===== src/rtl/piano_key_tracker.sv =====
// PS/2 set-2 keyboard front end for the tone generator: parses make/break/extended
// sequences, tracks held piano notes and octave, and emits last-pressed note with strobes.

// Default keyboard layout: bottom two letter rows form one chromatic octave (Z = C .. M = B).
module piano_note_map (
    input  logic [7:0] code,
    output logic [3:0] note
);

    // Scan code to note lookup; 0 means the key is not a note key.
    always_comb begin
        case (code)
            8'h1A:   note = 4'd1;
            8'h1B:   note = 4'd2;
            8'h22:   note = 4'd3;
            8'h23:   note = 4'd4;
            8'h21:   note = 4'd5;
            8'h2A:   note = 4'd6;
            8'h34:   note = 4'd7;
            8'h32:   note = 4'd8;
            8'h33:   note = 4'd9;
            8'h31:   note = 4'd10;
            8'h3B:   note = 4'd11;
            8'h3A:   note = 4'd12;
            default: note = 4'd0;
        endcase
    end

endmodule

module piano_key_tracker #(
    parameter logic [7:0] OCT_UP    = 8'h55,
    parameter logic [7:0] OCT_DOWN  = 8'h4E,
    parameter logic [2:0] OCT_RESET = 3'd4,
    parameter logic [2:0] OCT_MAX   = 3'd7
) (
    input  logic        clk,
    input  logic        rst,
    input  logic [7:0]  scan_code,
    input  logic        scan_valid,
    output logic [3:0]  note,
    output logic [2:0]  octave,
    output logic        note_valid,
    output logic        note_on,
    output logic        note_off,
    output logic [11:0] held_mask
);

    typedef enum logic [1:0] {
        ST_IDLE    = 2'd0,
        ST_BRK     = 2'd1,
        ST_EXT     = 2'd2,
        ST_EXT_BRK = 2'd3
    } pstate_t;

    pstate_t     state_r, state_s;
    logic [3:0]  key_note_s;
    logic [11:0] key_bit_s;
    logic [11:0] remain_s;
    logic [3:0]  note_r, note_s;
    logic [2:0]  octave_r, octave_s;
    logic [11:0] held_r, held_s;
    logic        note_valid_r;
    logic        note_on_r, note_on_s;
    logic        note_off_r, note_off_s;

    function automatic logic [3:0] highest_held(input logic [11:0] mask);
        logic [3:0] res;
        res = 4'd0;
        for (int i = 0; i < 12; i++) begin
            if (mask[i]) begin
                res = 4'(i + 1);
            end else begin
                res = res;
            end
        end
        return res;
    endfunction

    piano_note_map u_map (
        .code (scan_code),
        .note (key_note_s)
    );

    // One-hot position of the decoded note and the mask with that note removed.
    always_comb begin
        if (key_note_s != 4'd0) begin
            key_bit_s = 12'h001 << (key_note_s - 4'd1);
        end else begin
            key_bit_s = 12'h000;
        end
        remain_s = held_r & ~key_bit_s;
    end

    // Parser next state and the held/note/octave update for the accepted byte.
    // note_r doubles as the last-pressed register: it only ever holds the most recent make
    // or the fallback chosen after that note was released.
    always_comb begin
        state_s    = state_r;
        note_s     = note_r;
        octave_s   = octave_r;
        held_s     = held_r;
        note_on_s  = 1'b0;
        note_off_s = 1'b0;
        if (scan_valid) begin
            case (state_r)
                ST_IDLE: begin
                    if (scan_code == 8'hF0) begin
                        state_s = ST_BRK;
                    end else if (scan_code == 8'hE0) begin
                        state_s = ST_EXT;
                    end else begin
                        state_s = ST_IDLE;
                        if (key_note_s != 4'd0) begin
                            if ((held_r & key_bit_s) == 12'h000) begin
                                held_s    = held_r | key_bit_s;
                                note_s    = key_note_s;
                                note_on_s = 1'b1;
                            end else begin
                                held_s = held_r;
                            end
                        end else if (scan_code == OCT_UP) begin
                            if (octave_r != OCT_MAX) begin
                                octave_s  = octave_r + 3'd1;
                                note_on_s = (note_r != 4'd0);
                            end else begin
                                octave_s = octave_r;
                            end
                        end else if (scan_code == OCT_DOWN) begin
                            if (octave_r != 3'd0) begin
                                octave_s  = octave_r - 3'd1;
                                note_on_s = (note_r != 4'd0);
                            end else begin
                                octave_s = octave_r;
                            end
                        end else begin
                            state_s = ST_IDLE;
                        end
                    end
                end
                ST_BRK: begin
                    state_s = ST_IDLE;
                    if ((key_note_s != 4'd0) && ((held_r & key_bit_s) != 12'h000)) begin
                        held_s = remain_s;
                        if (key_note_s == note_r) begin
                            if (remain_s != 12'h000) begin
                                note_s    = highest_held(remain_s);
                                note_on_s = 1'b1;
                            end else begin
                                note_s     = 4'd0;
                                note_off_s = 1'b1;
                            end
                        end else begin
                            note_s = note_r;
                        end
                    end else begin
                        held_s = held_r;
                    end
                end
                ST_EXT: begin
                    if (scan_code == 8'hF0) begin
                        state_s = ST_EXT_BRK;
                    end else begin
                        state_s = ST_IDLE;
                    end
                end
                ST_EXT_BRK: state_s = ST_IDLE;
                default:    state_s = ST_IDLE;
            endcase
        end else begin
            state_s = state_r;
        end
    end

    // State and output registers.
    always_ff @(posedge clk or posedge rst) begin
        if (rst) begin
            state_r      <= ST_IDLE;
            note_r       <= 4'd0;
            octave_r     <= OCT_RESET;
            held_r       <= 12'h000;
            note_valid_r <= 1'b0;
            note_on_r    <= 1'b0;
            note_off_r   <= 1'b0;
        end else begin
            state_r      <= state_s;
            note_r       <= note_s;
            octave_r     <= octave_s;
            held_r       <= held_s;
            note_valid_r <= (note_s != 4'd0);
            note_on_r    <= note_on_s;
            note_off_r   <= note_off_s;
        end
    end

    assign note       = note_r;
    assign octave     = octave_r;
    assign note_valid = note_valid_r;
    assign note_on    = note_on_r;
    assign note_off   = note_off_r;
    assign held_mask  = held_r;

endmodule

===== config.mk =====
export PLATFORM = sky130hd
export DESIGN_NAME = piano_key_tracker
export DESIGN_NICKNAME = d
export VERILOG_FILES = /design/src/rtl/piano_key_tracker.sv
export SDC_FILE = /design/constraint.sdc
export NUM_CORES = 1
export LEC_CHECK = 0
export ABC_AREA = 1
export BUFFER_PORTS_ARGS = -buffer_cell sky130_fd_sc_hd__buf_2
export CORE_AREA = 10 10 81 69
export CTS_BUF_LIST = sky130_fd_sc_hd__clkbuf_2 sky130_fd_sc_hd__clkbuf_4 sky130_fd_sc_hd__clkbuf_8
export CTS_CLUSTER_SIZE = 20
export DETAILED_ROUTE_END_ITERATION = 8
export DIE_AREA = 0 0 91 79
export PLACE_DENSITY = 0.78
export SYNTH_ARGS = -nofsm -noshare
export SYNTH_HDL_FRONTEND = slang
export SYNTH_SLANG_ARGS = --single-unit

===== constraint.sdc =====
create_clock -name clk -period 3.5 [get_ports clk]
set_input_delay 0.525 -clock clk [delete_from_list [all_inputs] [get_ports clk]]
set_output_delay 0.525 -clock clk [all_outputs]
set_load 0.02 [all_outputs]

Yosys cells after proc, flatten, opt, wreduce, memory -nomap -nowiden
Cells that the tools add are included.
{"block": "classes", "n_reduce_logical": 15, "bitwise": 7, "muxes": 55, "eq_ne": 27, "shift": 1, "add_sub_neg": 3}
{"op": "8-bit by 6-bit equality test with 1-bit output, second input constant", "n": 10}
{"op": "4-bit two-way mux", "n": 19}
{"op": "12-bit two-way mux", "n": 6}
{"op": "4-bit one-hot mux with 12 select lines", "n": 1}
{"op": "12-bit bitwise AND", "n": 2}
{"op": "12-bit one-hot mux with 2 select lines", "n": 1}
{"op": "12-bit nonzero test", "n": 2}
{"op": "1-bit two-way mux", "n": 18}
{"op": "8-bit by 5-bit equality test with 1-bit output, second input constant", "n": 2}
{"op": "8-bit by 7-bit equality test with 1-bit output, second input constant", "n": 2}
{"op": "8-bit equality test, second input constant", "n": 2}
{"op": "12-bit zero test", "n": 1}
{"op": "3-bit two-way mux", "n": 4}
{"op": "12-bit inverter", "n": 1}
{"op": "12-bit bitwise OR", "n": 1}
{"op": "4-bit nonzero test", "n": 3}
{"op": "1-bit by 4-bit left shift with 12-bit output, first input constant", "n": 1}
{"op": "2-bit != test, second input constant", "n": 5}
{"op": "4-bit one-hot mux with 2 select lines", "n": 1}
{"op": "8-bit AND reduction", "n": 1}
{"op": "7-bit AND reduction", "n": 1}
{"op": "2-bit two-way mux", "n": 3}
{"op": "2-bit one-hot mux with 3 select lines", "n": 1}
{"op": "2-bit nonzero test", "n": 3}
{"op": "other kinds (14)", "n": 17}
{"block": "word_totals", "elab_cells": 115, "input_bits": 11, "regBits": 24}

Longest topological paths before layout
Gate-level depths: netlist of the first run.
{"block": "logic_depth", "word_depth": 25, "depth_mapped": 20}

Hierarchy
Synthesis of the first run repeated with hierarchy kept, for this count alone.
{"block": "unflattened", "cells_unflattened": 328, "area_unflattened_um2": 2014.4}
{"mod": "piano_key_tracker", "seq_area_each_um2": 601.8, "n_inst": 1, "cells_each": 273, "area_per_inst_um2": 1771.7}
{"mod": "piano_note_map", "seq_area_each_um2": 0.0, "n_inst": 1, "cells_each": 55, "area_per_inst_um2": 242.7}

Worst setup path after synthesis of the first run
Ideal clock, no wire load.
{"block": "synth_timing", "path_type": "input to register", "start": "in scan_code[0]", "end": "reg (tool-made name)", "arrival_time_ns": 1.961, "required_time_ns": 3.368, "stages": 15, "slack_ns": 1.407, "path_cell_list": "nand2_1 > inv_1 > nand2_1 > nor2_1 > nand2_1 > nand2_1 > nor2_1 > nand2_1 > nor2_4 > nand2_2 > a221oi_2 > buf_4 > nand2_1 > nand2_1 > o21ai_1"}
{"element": "start: declaration", "line": "39", "rtl": "input logic [7:0] scan_code,"}

Worst setup path in the final report of the first run
{"block": "layout_timing", "start": "in scan_code[7]", "end": "reg note_valid_r, in the netlist note_valid"}
{"block": "layout_via", "elab_chain_len": 25}
{"element": "8-bit by 6-bit equality test with 1-bit output / 8-bit by 5-bit equality test with 1-bit output (equally long branches)", "line": "12", "rtl": "case (code)"}
{"element": "4-bit one-hot mux with 12 select lines", "line": "12"}
{"element": "4-bit by 1-bit subtractor with 4-bit output", "line": "88", "rtl": "key_bit_s = 12'h001 << (key_note_s - 4'd1);"}
{"element": "1-bit by 4-bit left shift with 12-bit output", "line": "88"}
{"element": "12-bit two-way mux", "line": "87", "rtl": "if (key_note_s != 4'd0) begin"}
{"element": "12-bit inverter", "line": "92", "rtl": "remain_s = held_r & ~key_bit_s;"}
{"element": "12-bit bitwise AND", "line": "92"}
{"element": "1-bit two-way mux", "line": "71", "rtl": "if (mask[i]) begin"}
{"element": "4-bit two-way mux (11 in series)", "line": "71"}
{"element": "4-bit two-way mux", "line": "146", "rtl": "if (remain_s != 12'h000) begin"}
{"element": "4-bit two-way mux", "line": "145", "rtl": "if (key_note_s == note_r) begin"}
{"element": "4-bit two-way mux", "line": "143", "rtl": "if ((key_note_s != 4'd0) && ((held_r & key_bit_s) != 12'h000)) begin"}
{"element": "4-bit one-hot mux with 2 select lines *", "line": "106", "rtl": "case (state_r)"}
{"element": "4-bit two-way mux *", "line": "105", "rtl": "if (scan_valid) begin"}
{"element": "4-bit nonzero test *", "line": "190", "rtl": "note_valid_r <= (note_s != 4'd0);"}
{"element": "end signal: assignment", "line": "190"}
{"element": "end: declaration", "line": "63", "rtl": "logic note_valid_r;"}
Every way passes the cells marked *; elsewhere a longest branch is shown, timed or not.
A chain may end at the register's enable or synchronous reset.

==> qor.txt, run 1 <==
==================================================================================================
CP max stage cell                                                                           nor2_1
Number of optimization iterations in the first detailed-route pass                               5
Clock buffer count from CTS                                                                      3
Kind of cell adding the most delay to the critical path                               simple AND/OR/NAND/NOR gates
Layout cell share with drive strength beyond 1                                              0.1658
Die boundary width                                                                           91 um
Cell Pwr Density                                                                      339.0 nW/um^2
Pin count of the biggest net entering global routing                                            25
Setup WS post-layout                                                                      1.209 ns
Total power after layout                                                                 0.7927 mW
Leakage power of the design                                                               1.399 nW
Wire length per cell after detailed routing                                               12.53 um
Residual antenna-violating net count after detailed routing                                      0
Final number of max-transition violations                                                        0
Remaining DRCs                                                                                   0
Pre-CTS setup slack                                                                      0.9557 ns
Post-cts sizing count                                                                            0
Synthesized area divided by synthesized cell count                                      5.776 um^2
Row cnt                                                                                         21
Layout-stage area growth over the synthesis result                                          13.41%
Slew HR                                                                                     0.3166
Total via count after detailed routing                                                       2,234
Kind of end point of the critical path                                                   flip-flop
Final-report setup violation count                                                               0
Count of different cell masters after synthesis                                                 27
CTS tree                                                                                     built
Number of DRC markers in iteration 0                                                           165
Final weighted congestion in routability-driven placement                                    1.010
Die Span Y                                                                                   79 um
Wl on met1                                                                                2.790 mm
Max Cap Violations                                                                               0
Starting utilization of the core area                                                       0.5096
Die footprint                                                                            7189 um^2
Number of antenna cells inserted                                                                 0
Register bit total from synthesis                                                               24
Ys Warns                                                                                         0
H-tree levels                                                                                    1
Tmin final                                                                                2.291 ns
FFs w/ async S/R, synth                                                                      1.000
Routed wire length on met2                                                                2.437 mm
Net count after synthesis                                                                      369
Total wire length                                                                         5.626 mm
Number of enable flip-flop cells after synthesis                                                 0
Number of port buffers                                                                          32
Critical setup path kind                                                                 in -> reg
Crit path largest cell delay                                                               0.25 ns
Number of hold-repair buffers added at the cts stage                                             0
Most used DFF post-synth                                                                   dfrtp_1
Number of setup buffers added after CTS                                                          0
WP data arrival                                                                            2.45 ns
Crit path buffers/inverters                                                                      1
Later-pin clock latency in the skew report                                                 0.28 ns
Detail Placement HPWL                                                                     4.581 mm
Peak ir drop on the vdd network                                                        0.0002622 V
Remaining global-route overflow                                                                  0
Worst slew pin tran                                                                       1.021 ns
Clock transition time at the flip-flop clock pins of the worst setup and hold paths        0.09 ns
Data required time at the worst endpoint                                                   3.66 ns
Vias per cell                                                                                4.976
Setup TNS                                                                                     0 ns
Top layer reached by signal wires                                                             met4
Total number of clock tree sinks                                                                24
Status                                                                                finished clean
Root cell of the clock tree                                                               clkbuf_8
CP startpoint kind                                                                       input pin
Number of nets in the final layout                                                             405
Cell-by-cell trace of the critical path                                               buf_2 > nor2_1 > nand2_1 > nor2_1 > nor2_1 > nand2_1 > nand2_1 > nand2_1 > nand2_1 > nor2_4 > nand2_2 > nand2_1 > nand2_1 > nand2_1 > nand4_1 > nor2_1 > nand2_1
Seq/Total Area, Yosys                                                                       0.2919
Final clock period utilization by the worst path                                            0.6545
Crit Path Max Fanout                                                                             5
Final Core Density                                                                          0.5779
Cell repeated most along the worst path                                                    nand2_1
Post-route clock skew                                                                  0.008540 ns
Hold Fails Final Rpt                                                                             0
Area of the placeable core                                                               4046 um^2
Type of the tightest min-delay check                                                   in -> async
Synthesized instance count                                                                     357
GRT Total Usage                                                                             0.1563
Netlist area before placement                                                            2062 um^2
First-pass GRT wire length                                                                9.646 mm
Initial antenna violation count                                                                  0
Via count of the first global-routing pass                                                   2,145
Num ports                                                                                       33
Unrepaired setup endpoints after global routing                                                 no
Met3 routed wirelength                                                                      366 um
Buffer depth of the longest clock path                                                           2
F_max                                                                                    436.5 MHz
==================================================================================================
==> worst paths after layout <==
check,start,end,slack [ns],cells past startpoint
worst max-delay path,scan_code[7],note_valid,1.21,17
worst min-delay path,rst,async pin,0.42,2
worst max register to register,flip-flop,note_valid,1.55,12
worst min register to register,octave[2],octave[2],0.54,2
max in group asynchronous,rst,state_r[0],2.52,2
min in group clk,octave[2],octave[2],0.54,2
==> area by class of cell <==
cell class / count / area (um^2)
Timing Repair Buffer: 33 / 167.7
Tap cell: 57 / 71.32
Inverter: 49 / 183.9
Multi-Input combinational cell: 282 / 1265
Clock buffer: 4 / 48.80
Sequential cell: 24 / 601.8
Fill cell: 440 / 1708
==> Yosys cell counts, types with 2 or more instances <==
cell     count  area (um^2)
nand2_1    159        596.8
inv_1       39        146.4
nor2_1      38        142.6
dfrtp_1     23        575.6
nand3_1     20        100.1
o21ai_0     11        55.05
inv_2       10        37.54
o21ai_1     10        50.05
nand4_1      7        43.79
nor3_1       6        30.03
nand2_2      5        31.28
nor2_2       5        31.28
a21oi_1      4        20.02
nor2_4       3        33.78
nor4_1       3        18.77
nand2_4      2        22.52
xor2_1       2        17.52
==> worst reg2reg max path: stages, from the launching register on <==
cell and delay [ns]:
dfrtp_1 0.43, nand2_1 0.10, nand2_1 0.07, nor2_2 0.14
nand3_1 0.25, nor2_1 0.27, nand2_1 0.09, nand3_1 0.09
nand2_1 0.07, inv_1 0.07, nand4_1 0.10, nor2_1 0.11
nand2_1 0.05
==> cells by family (layout without fill, tap and decap cells) <==
| group | after synthesis | after routing | share of synthesized area |
|---|---|---|---|
| AOI/OAI and AO/OA | 29 | 29 | 0.07889 |
| and+or+nand+nor | 250 | 250 | 0.5164 |
| adders and majority gates | 1 | 1 | 0.009709 |
| xor gates and xnor gates | 2 | 2 | 0.008497 |
| buffers and inverters | 51 | 86 | 0.09466 |
| DFF | 24 | 24 | 0.2919 |
==> cells in the final DEF (no fill, tap or decap), types with 2 or more instances in the layout <==
master,netlist,routed
a21oi_1,4,4
buf_2,0,32
clkbuf_8,0,3
dfrtp_1,23,23
inv_1,39,39
inv_2,10,10
nand2_1,159,159
nand2_2,5,5
nand2_4,2,2
nand3_1,20,20
nand4_1,7,7
nor2_1,38,38
nor2_2,5,5
nor2_4,3,3
nor3_1,6,6
nor4_1,3,3
o21ai_0,11,11
o21ai_1,10,10
xor2_1,2,2
==> stage by stage <==
stage | cells | hold slack [ns] | area (um^2)
floorplan | 357 | 0.5113 | 2062
global placement | 445 | 0.5146 | 2290
detailed placement | 445 | 0.5245 | 2290
CTS | 449 | 0.4638 | 2338
global route | 449 | 0.5174 | 2338
finish | 449 | 0.4221 | 2338
==> metal layers <==
layer  global-route usage  vias to the layer above
met3              0.03102                        2
met4              0.03594                        0
met2               0.2536                       77
met1               0.2095                      973
met5                    0                        -
li1                     -                     1182
==> power breakdown <==
part	leakage (nW)	switching, mW	internal [mW]
Sequential	0.318	0.0345	0.301
Combinational	1.05	0.180	0.0919
Clock	0.0262	0.0958	0.0894
Note: power is estimated with default switching activity, not from simulation.
==> run 2: changes to the inputs <==
--- a/config.mk
+++ b/config.mk
@@ -12,7 +12,7 @@
 export CTS_CLUSTER_SIZE = 20
 export DETAILED_ROUTE_END_ITERATION = 8
 export DIE_AREA = 0 0 91 79
-export PLACE_DENSITY = 0.78
+export PLACE_DENSITY = 0.81
 export SYNTH_ARGS = -nofsm -noshare
 export SYNTH_HDL_FRONTEND = slang
 export SYNTH_SLANG_ARGS = --single-unit
==> constraint.sdc (replaced) <==
create_clock -name clk -period 2.1 [get_ports clk]
set_input_delay 0.315 -clock clk [delete_from_list [all_inputs] [get_ports clk]]
set_output_delay 0.315 -clock clk [all_outputs]
set_load 0.02 [all_outputs]
==> run 2 against run 1 <==
Compared with the run above: clock power grew 61%; sequential cell count is the same; cell count grew 10%; routed wire length grew 14%; non-clock buffer count grew 46; utilization grew 11 points; first-iteration DRC count grew 60%; critical path type unchanged; largest power group unchanged.
==> qor.txt, run 2 (same netlist as run 1, synthesis figures left out) <==
==================================================================================================
Clock transition time at the flip-flop clock pins of the worst setup and hold paths        0.09 ns   about the same
Net Switching                                                                            0.5449 mW   +75%
GRT Total Usage                                                                             0.1583   +0.001995
Number of DRC markers in iteration 0                                                           264   +60%
Storage element area                                                                    601.8 um^2   unchanged
Leakage power of the design                                                               1.675 nW   +20%
Final Core Density                                                                          0.6911   +0.1132
Buffer depth of the longest clock path                                                           2   unchanged
Layout cell share with drive strength beyond 1                                              0.3059   +0.1401
Setup WS post-layout                                                                    0.07779 ns   -1.132 ns
Via count of the first global-routing pass                                                   2,245   +4.7%
Row cnt                                                                                         21   unchanged
Pre-CTS setup slack                                                                     -0.1471 ns   -1.103 ns
Crit Path Max Fanout                                                                             6   +1
Root cell of the clock tree                                                               clkbuf_8
Leading cell type in the layout, fill and taps excluded                                    nand2_1
Clock buffer count from CTS                                                                      3   unchanged
Layout-stage area growth over the synthesis result                                          35.62%
Max Cap Violations                                                                               0   unchanged
Status                                                                                finished clean
Number of antenna cells inserted                                                                 0   unchanged
Slew HR                                                                                     0.5567   +0.2400
Initial antenna violation count                                                                  0   unchanged
H-tree levels                                                                                    1   unchanged
Final weighted congestion in routability-driven placement                                   0.9715   -3.8%
Type of the tightest min-delay check                                                   in -> async
Worst-case reg-to-reg path depth                                                                11   -1
Total via count after detailed routing                                                       2,579   +15%
Cell Pwr Density                                                                      502.7 nW/um^2   +48%
First-pass GRT wire length                                                                9.860 mm   +2.2%
Die Span Y                                                                                   79 um   unchanged
Final clock period utilization by the worst path                                            0.9630
Area after DPL                                                                           2613 um^2   +14%
Number of hold-repair buffers added at the cts stage                                             0   unchanged
F_max                                                                                    494.5 MHz
Num ports                                                                                       33   unchanged
Die footprint                                                                            7189 um^2   unchanged
Kind of end point of the critical path                                                   flip-flop
Wire length per cell after detailed routing                                               12.97 um   +3.5%
Starting utilization of the core area                                                       0.5096   unchanged
Later-pin clock latency in the skew report                                                 0.27 ns   about the same
Tmin final                                                                                2.022 ns
Post-route design area                                                                   2796 um^2   +20%
Vias per cell                                                                                5.210   +4.7%
Sequential group share of total power                                                        0.394   -0.029
Highest-count cells in the layout ignoring fill and taps                              nand2_1 (150), buf_4 (45), inv_1 (38), buf_2 (32), nor2_1 (29)
Filler cell count                                                                              387   -12%
Area of the placeable core                                                               4046 um^2   unchanged
Final-report setup violation count                                                               0   unchanged
Remaining global-route overflow                                                                  0   unchanged
Pin count of the biggest net entering global routing                                            16   -36%
CP startpoint kind                                                                       input pin
Worst slew pin tran                                                                      0.6643 ns   -0.3570 ns
Detail Placement HPWL                                                                     4.910 mm   +7.2%
Combinational fraction of design power                                                       0.394   +0.051
Total wire length                                                                         6.420 mm   +14%
Number of port buffers                                                                          32   unchanged
CTS tree                                                                                     built
Hold Fails Final Rpt                                                                             0   unchanged
Part of the power in the clock network                                                       0.211   -0.023
Cell Int Power                                                                           0.8610 mW   +79%
Post-route clock skew                                                                   0.01326 ns   +0.004723 ns
Peak ir drop on the vdd network                                                        0.0003251 V   +24%
Remaining DRCs                                                                                   0   unchanged
Data required time at the worst endpoint                                                   2.26 ns   -1.40 ns
WP data arrival                                                                            2.19 ns   -0.26 ns
Residual antenna-violating net count after detailed routing                                      0   unchanged
Number of optimization iterations in the first detailed-route pass                               5   unchanged
Critical setup path kind                                                                 in -> reg
Net Sw Frac                                                                                 0.3876   -0.004120
Die boundary width                                                                           91 um   unchanged
Combined area of the multi-input logic cells                                             1370 um^2   +8.3%
Total number of clock tree sinks                                                                24   unchanged
Number of nets in the final layout                                                             451   +11%
Final number of max-transition violations                                                        0   unchanged
==================================================================================================
==> run 2: layer usage <==
metal	GRT usage	up-vias	wire length, um
met5	0	-	0
met4	0.02344	0	110
met3	0.03947	18	534
met2	0.2571	139	2885
met1	0.2119	1154	2889
li1	-	1268	-
==> run 2: critical path, cell delays in order <==
cell and delay, ns:
buf_2 0.12, inv_2 0.07, nand2_4 0.08, nor2_4 0.26
nand2_2 0.13, buf_4 0.15, inv_2 0.04, nand2_1 0.04
nand2_1 0.12, nor2_4 0.05, inv_2 0.06, nor2_4 0.05
a221oi_4 0.32, buf_6 0.17, nand2_1 0.07, nand2_1 0.05
o21ai_1 0.06
==> run 2: cell type report <==
type / instances / area share
clock buffer: 4 / 0.01745
tap: 57 / 0.02550
sequential: 24 / 0.2152
multi-input combinational: 282 / 0.4899
inverter: 49 / 0.06577
timing repair buffer: 79 / 0.1861
==> run 2: final timing paths <==
check | start | to | slack (ns)
max in group asynchronous | rst | octave[2] | 1.30
max | scan_code[6] | flip-flop | 0.08
min reg2reg | octave[2] | octave[2] | 0.54
max reg2reg | flip-flop | flip-flop | 0.22
min in group clk | scan_valid | state_r[0] | 0.33
min | rst | async pin | 0.12
==> run 2: repair_timing <==
action / in CTS / in global routing
setup buffers: 0 / 2
endpoints found under the setup margin: 0 / 6
resized for setup: 0 / 34
==> run 2: metrics by stage <==
stage          power [mW]  hold slack, ns  TNS [ns]  cells
6_report            1.406          0.1200         0    495
5_1_grt             1.490          0.1592   -0.4052    495
4_1_cts             1.376          0.1161         0    492
3_5_place_dp        1.072          0.4175   -0.5111    488
3_3_place_gp        1.064          0.4129   -0.5146    488
2_1_floorplan      0.8833          0.3289         0    357
==> run 2: power groups by stage <==
stage / Combinational [mW] / Sequential, mW / Clock (mW)
final: 0.554 / 0.555 / 0.297
after global routing: 0.610 / 0.559 / 0.321
after CTS: 0.513 / 0.553 / 0.310
after detailed placement: 0.511 / 0.561 / 0
after global placement: 0.503 / 0.561 / 0
after floorplan: 0.283 / 0.601 / 0
